`src/rtl/sync_eop_detector.sv`:
```
// USB-style receive framer: hunts for the SYNC pattern, forwards payload bits, and validates the SE0 end-of-packet.
// Optional SYNC_ERR_CNT_EN adds a saturating 8-bit err_cnt output counting sync_err/eop_err pulses.
module sync_eop_detector #(
  parameter int SYNC_LEN       = 8,
  parameter int MIN_SYNC_ZEROS = SYNC_LEN - 1,
  parameter int EOP_SE0_BITS   = 2
) (
  input  logic       clk,
  input  logic       reset,
  input  logic       in_data,
  input  logic       diff,
  input  logic       bit_en,
  output logic       syn_out,
  output logic       se0,
  output logic       pkt_active,
  output logic       data_out,
  output logic       data_valid,
  output logic       eop,
  output logic       sync_err,
  output logic       eop_err,
`ifdef SYNC_ERR_CNT_EN
  output logic [7:0] err_cnt,
`endif
  output logic [1:0] state_dbg
);

  localparam int ZW = $clog2(SYNC_LEN - 1) + 1;
  localparam int SW = $clog2(EOP_SE0_BITS) + 1;
  localparam logic [ZW-1:0] ZERO_MAX = ZW'(SYNC_LEN - 1);
  localparam logic [ZW-1:0] ZERO_MIN = ZW'(MIN_SYNC_ZEROS);
  localparam logic [SW-1:0] SE0_MAX  = SW'(EOP_SE0_BITS);

  typedef enum logic [1:0] {
    HUNT    = 2'd0,
    ACTIVE  = 2'd1,
    EOP_SE0 = 2'd2
  } state_t;

  state_t        state;
  logic [ZW-1:0] zero_cnt;
  logic [SW-1:0] se0_cnt;

  assign state_dbg = state;

  // data_valid qualifies data_out for exactly one clk; there is no backpressure,
  // every other output is a one-clk pulse except se0 and pkt_active (levels).
  always_ff @(posedge clk or posedge reset) begin
    if (reset) begin
      state      <= HUNT;
      zero_cnt   <= '0;
      se0_cnt    <= '0;
      syn_out    <= 1'b0;
      se0        <= 1'b0;
      pkt_active <= 1'b0;
      data_out   <= 1'b0;
      data_valid <= 1'b0;
      eop        <= 1'b0;
      sync_err   <= 1'b0;
      eop_err    <= 1'b0;
    end else begin
      se0        <= ~diff;
      syn_out    <= 1'b0;
      data_valid <= 1'b0;
      eop        <= 1'b0;
      sync_err   <= 1'b0;
      eop_err    <= 1'b0;
      if (bit_en) begin
        case (state)
          HUNT: begin
            if (!diff) begin
              zero_cnt <= '0;
            end else if (!in_data) begin
              if (zero_cnt != ZERO_MAX) zero_cnt <= zero_cnt + 1'b1;
            end else if (zero_cnt >= ZERO_MIN) begin
              syn_out    <= 1'b1;
              pkt_active <= 1'b1;
              zero_cnt   <= '0;
              state      <= ACTIVE;
            end else if (zero_cnt != '0) begin
              // A short run of zeros closed by a 1 is a broken SYNC; plain idle J is not.
              sync_err <= 1'b1;
              zero_cnt <= '0;
            end
          end
          ACTIVE: begin
            if (diff) begin
              data_out   <= in_data;
              data_valid <= 1'b1;
            end else begin
              se0_cnt <= SW'(1);
              state   <= EOP_SE0;
            end
          end
          EOP_SE0: begin
            if (!diff) begin
              if (se0_cnt != SE0_MAX) se0_cnt <= se0_cnt + 1'b1;
            end else begin
              if (se0_cnt >= SE0_MAX) eop <= 1'b1;
              else                    eop_err <= 1'b1;
              pkt_active <= 1'b0;
              se0_cnt    <= '0;
              state      <= HUNT;
            end
          end
          default: state <= HUNT;
        endcase
      end
    end
  end

`ifdef SYNC_ERR_CNT_EN
  always_ff @(posedge clk or posedge reset) begin
    if (reset) begin
      err_cnt <= '0;
    end else if ((sync_err || eop_err) && err_cnt != 8'hFF) begin
      err_cnt <= err_cnt + 1'b1;
    end
  end
`endif

endmodule

```
`config.mk`:
```
export PLATFORM = sky130hd
export DESIGN_NAME = sync_eop_detector
export DESIGN_NICKNAME = d
export VERILOG_FILES = /design/src/rtl/sync_eop_detector.sv
export SDC_FILE = /design/constraint.sdc
export NUM_CORES = 1
export LEC_CHECK = 0
export CAP_MARGIN = 10
export CELL_PAD_IN_SITES_DETAIL_PLACEMENT = 1
export CELL_PAD_IN_SITES_GLOBAL_PLACEMENT = 1
export CORE_MARGIN = 2
export CORE_UTILIZATION = 42
export CTS_BUF_LIST = sky130_fd_sc_hd__clkbuf_2 sky130_fd_sc_hd__clkbuf_4 sky130_fd_sc_hd__clkbuf_8
export DETAILED_ROUTE_END_ITERATION = 7
export GPL_ROUTABILITY_DRIVEN = 0
export GPL_TIMING_DRIVEN = 0
export HOLD_SLACK_MARGIN = 0.1
export PLACE_DENSITY = 0.85
export SYNTH_ARGS = -nofsm -noshare
export SYNTH_HDL_FRONTEND = slang
export SYNTH_SLANG_ARGS = --single-unit
```
`constraint.sdc`:
```
create_clock -name clk -period 3.49 [get_ports clk]
set_clock_uncertainty 0.2 [all_clocks]
set_input_delay 0.698 -clock clk [delete_from_list [all_inputs] [get_ports clk]]
set_output_delay 0.698 -clock clk [all_outputs]
set_load 0.05 [all_outputs]
```
Yosys cells after proc, flatten, opt, wreduce, memory -nomap -nowiden

Cells that the tools add are included.

Flip-flop bits (word level): 16
Output and inout bits: 10

$add $sub $neg: 2
$lt $le $gt $ge: 2
Equality and inequality tests: 12
Multiplexer cells: 42
Bitwise gates (word level): 1
Reduce and logical (&&, ||, !) cells: 9

Operators by type and width:

| cell                                                                   | count |
|---|---|
| 1-bit two-way mux                                                      | 26 |
| 4-bit two-way mux                                                      | 5 |
| 2-bit two-way mux                                                      | 8 |
| 2-bit != test (second input constant)                                  | 6 |
| 6-bit AND reduction                                                    | 2 |
| 4-bit AND reduction                                                    | 2 |
| 2-bit case mux with 3 select lines                                     | 1 |
| 4-bit by 1-bit adder with 4-bit output (second input constant)         | 1 |
| 4-bit by 3-bit >= comparator with 1-bit output (second input constant) | 1 |
| 4-bit by 2-bit != test with 1-bit output (second input constant)       | 1 |
| 4-bit by 3-bit != test with 1-bit output (second input constant)       | 1 |
| 2-bit case mux with 2 select lines                                     | 1 |
| 2-bit nonzero test                                                     | 2 |
| 4-bit nonzero test                                                     | 1 |
| 3-bit by 2-bit != test with 1-bit output (second input constant)       | 1 |
| 3-bit != test (second input constant)                                  | 1 |
| 3-bit AND reduction                                                    | 1 |
| 2-bit by 1-bit adder with 2-bit output (second input constant)         | 1 |
| 2-bit by 1-bit == test with 1-bit output (second input constant)       | 1 |
| 2-bit == test (second input constant)                                  | 1 |
| 2-bit >= comparator (second input constant)                            | 1 |
| 2-bit logical NOT                                                      | 1 |
| 1-bit case mux with 2 select lines                                     | 1 |
| 1-bit NOT                                                              | 1 |

Longest topological paths before layout

Depth in word-level cells: 7
Gate-level depth with buffers: 6

Least setup slack after synthesis

No wires, ideal clock.

Path type: in2reg
From: input port bit_en
To: register zero_cnt[1]
Setup time: 0.079 ns
Arrival: 1.585 ns
Data required time: 3.211 ns
Slack: 1.626 ns
Stages: 4
Buffers on the path: 1
Cells stage by stage: buf_4 -> or3b_4 -> a31oi_2 -> mux2i_1

Word-level cells in the longest chain between the ends: 1

RTL lines:

| element                              | line | text |
|---|---|---|
| start, declared                      | 12   | `input logic bit_en,` |
| 4-bit AND reduction (no source line) | n/a  |  |
| end signal, assigned                 | 73   | `if (zero_cnt != ZERO_MAX) zero_cnt <= zero_cnt + 1'b1;` |
| end, declared                        | 40   | `logic [ZW-1:0] zero_cnt;` |

Every way passes these cells.
A chain may end at the register's enable or synchronous reset.

Worst setup path in the final report

From: register state[1] (netlist: state_dbg[1])
To: output port state_dbg[1]

RTL lines:

| element                | line | text |
|---|---|---|
| start, declared        | 39   | `state_t state;` |
| start signal, assigned | 49   | `state <= HUNT;` |
| start signal, assigned | 78   | `state <= ACTIVE;` |
| start signal, assigned | 91   | `state <= EOP_SE0;` |
| end, declared          | 24   | `output logic [1:0] state_dbg` |

No word-level cell between the ends.

==> results.yml <==
floorplanning:
  die_w_um: 48.5
  die_h_um: 48.5
  coreArea_mm2: 0.00192
  ios: 15
  start_util_pct: 43.3
  rows: 16
  die_area_mm2: 0.00235
logic_synthesis:
  synth_top_area_share_pct: 48.1
  synthArstFlopShare_pct: 100
  synth_nets: 93
  ys_types: 31
  synth_commonest_cells: "dfrtp_1 (16), nand2_1 (9), inv_1 (7), nor3_1 (5), o21ai_0 (5)"
  synth_top_flop_cell: "dfrtp_1"
  synth_edf_count: 0
  yosys_warnings: 0
  synth.cell_area_um2: 832
  syn_avg_cell_area_um2: 9.79
  yosys-top-cells-area: "dfrtp_1 (48%), ha_1 (4.5%), nand2_1 (4.1%)"
  synth_seq_cells: 16
  synth_cells: 85
  yosysTopAreaCell: "dfrtp_1"
  yosysMostFrequentCell: "dfrtp_1"
  yosysSeqAreaShare_pct: 48.1
power:
  p_sw_share_pct: 27.0
  design_power_total_uw: 346
  peakVddDrop_v: 0.000170
  p_comb_share_pct: 16.1
  p_sw_uw: 93.2
  p_per_area_mw_per_mm2: 339
  clkPwrFrac_pct: 27.6
  p_int_uw: 253
  leakage_nw: 0.452
  seq_power_share_pct: 56.3
global_route:
  grt_antenna_before_repair: 0
  grt_usage_pct: 18.2
  grt_pass1_wl_um: 3330
  grt_pass1_vias: 725
  gr-total-overflow: 0
  grt_max_degree: 17
detailed_routing:
  dr.pass1.iters: 4
  ant_nets: 0
  drtIter0Drc: 6
  vias: 699
  drc: 0
  vias_per_cell: 5.46
  wl_per_cell_um: 14.4
  totalWireLength_um: 1850
critical_path:
  critPathLaunchType: "flip-flop"
  r2r-start: "zero_cnt[0]"
  endpoint_kind: "output pin"
  critPathKind: "reg2out"
  crit_chain: "clkdlybuf4s50_1"
  cpMaxStageDelayCell: "clkdlybuf4s50_1"
  path_delay_family: "buffers and inverters"
  cpPeakStageDelay_ns: 0.83
  r2r_cells: 5
  rr_endpoint: "pkt_active"
  path_buf_inv: 1
  arrival_ns: 1.55
  crit_required_ns: 2.59
  r2r_slack_ns: 1.62
  critPathMaxFanout: 6
run_status:
  status: "completed"
placement:
  dpl.hpwl_um: 1310
  portBuffers: 13
  place_ws_ns: 1.16
worst_hold_path:
  hold_depth: 1
  hold-path-endpoint: "pkt_active"
  hp-class: "reg2reg"
  min_from: "pkt_active"
clocking:
  clkSlewWorstSetupHoldPaths_ns: 0.09
  cts_buffers: 3
  h-tree-depth: 1
  post_cts_buffers: 0
  root_buffer: "clkbuf_4"
  clock-sinks: 16
  clockBufferDepth: 2
  insertion_delay_ns: 0.28
  cts-resized-gates: 0
  cts_tree: "built"
  ctsHoldBuffers: 0
sta:
  whs_ns: 0.294
  fin_ws_ns: 1.04
  fin_crit_sh_pct: 70.1
  setup_viol: 0
  rsz0062_at_grt: "false"
  tightest_slew_ns: 0.619
  drv_slew: 0
  max_slew_margin_pct: 58.7
  min_period_ns: 2.45
  fmaxAchievable_ghz: 0.409
  finalSetupTns_ns: 0
  hold_viol: 0
cells_and_area:
  regMostFlops: "zero_cnt"
  antenna_cells: 0
  largest_register_ff_count: 4
  drive_above_1_share_pct: 8.91
  num-nets-final: 111
  area_growth_pct: 22.4
job:
  cap_violations: 0
-- kinds of logic after synthesis --
| group | synth area share [%] |
|---|---|
| compound gates | 16.5 |
| fa+ha+maj | 4.51 |
| mux | 6.32 |
| simple gates | 18.9 |
| flops | 48.1 |
| buf+inv | 5.56 |
-- power groups by stage --
stage / sequential, mW / clock, mW / combinational [mW]
finish: 0.195 / 0.0955 / 0.0556
global route: 0.196 / 0.107 / 0.0609
CTS: 0.195 / 0.0976 / 0.0558
detailed placement: 0.198 / 0 / 0.0553
global placement: 0.198 / 0 / 0.0537
floorplan: 0.207 / 0 / 0.0293
-- worst max-delay path by stage --
| stage | start | cells after the start | slack (ns) | end |
|---|---|---|---|---|
| after floorplan | bit_en | 4 | 1.63 | zero_cnt[1] |
| after global placement | diff | 4 | 1.20 | zero_cnt[1] |
| after detailed placement | diff | 4 | 1.16 | data_out |
| after CTS | state_dbg[1] | 1 | 1.04 | state_dbg[1] |
| after global routing | state_dbg[1] | 1 | 0.97 | state_dbg[1] |
| final | state_dbg[1] | 1 | 1.04 | state_dbg[1] |
-- cell usage in the layout (no fill, tap or decap), types with 3 or more instances in the layout --
cell	n
clkbuf_4	3
o21ai_0	5
dfrtp_1	16
clkdlybuf4s50_1	13
mux2i_1	3
nor3_1	5
nand2b_1	3
nor2_1	4
inv_1	7
nand2_1	9
ha_1	3
a21oi_1	3
-- layout make-up --
| type | count | area [µm²] |
|---|---|---|
| Tap cell | 27 | 33.8 |
| Multi-Input combinational cell | 58 | 385 |
| Timing Repair Buffer | 13 | 130 |
| Clock buffer | 3 | 22.5 |
| Fill cell | 224 | 903 |
| Inverter | 7 | 26.3 |
| Buffer | 4 | 20.0 |
| Sequential cell | 16 | 400 |
-- metal layers --
layer	track usage [%]	share of wire [%]
met5	0	0
met4	8.57	1.0
met3	1.23	2.5
met2	30.3	49
met1	24.4	48
-- stage by stage --
step                      instance area [µm²]  utilization, %  std cells
after floorplan                           832               -         85
after global placement                    996            51.8        125
after detailed placement                  996            51.8        125
after CTS                                1020            53.0        128
after global routing                     1020            53.0        128
final                                    1020            53.0        128
(Power assumes the default switching activity.)
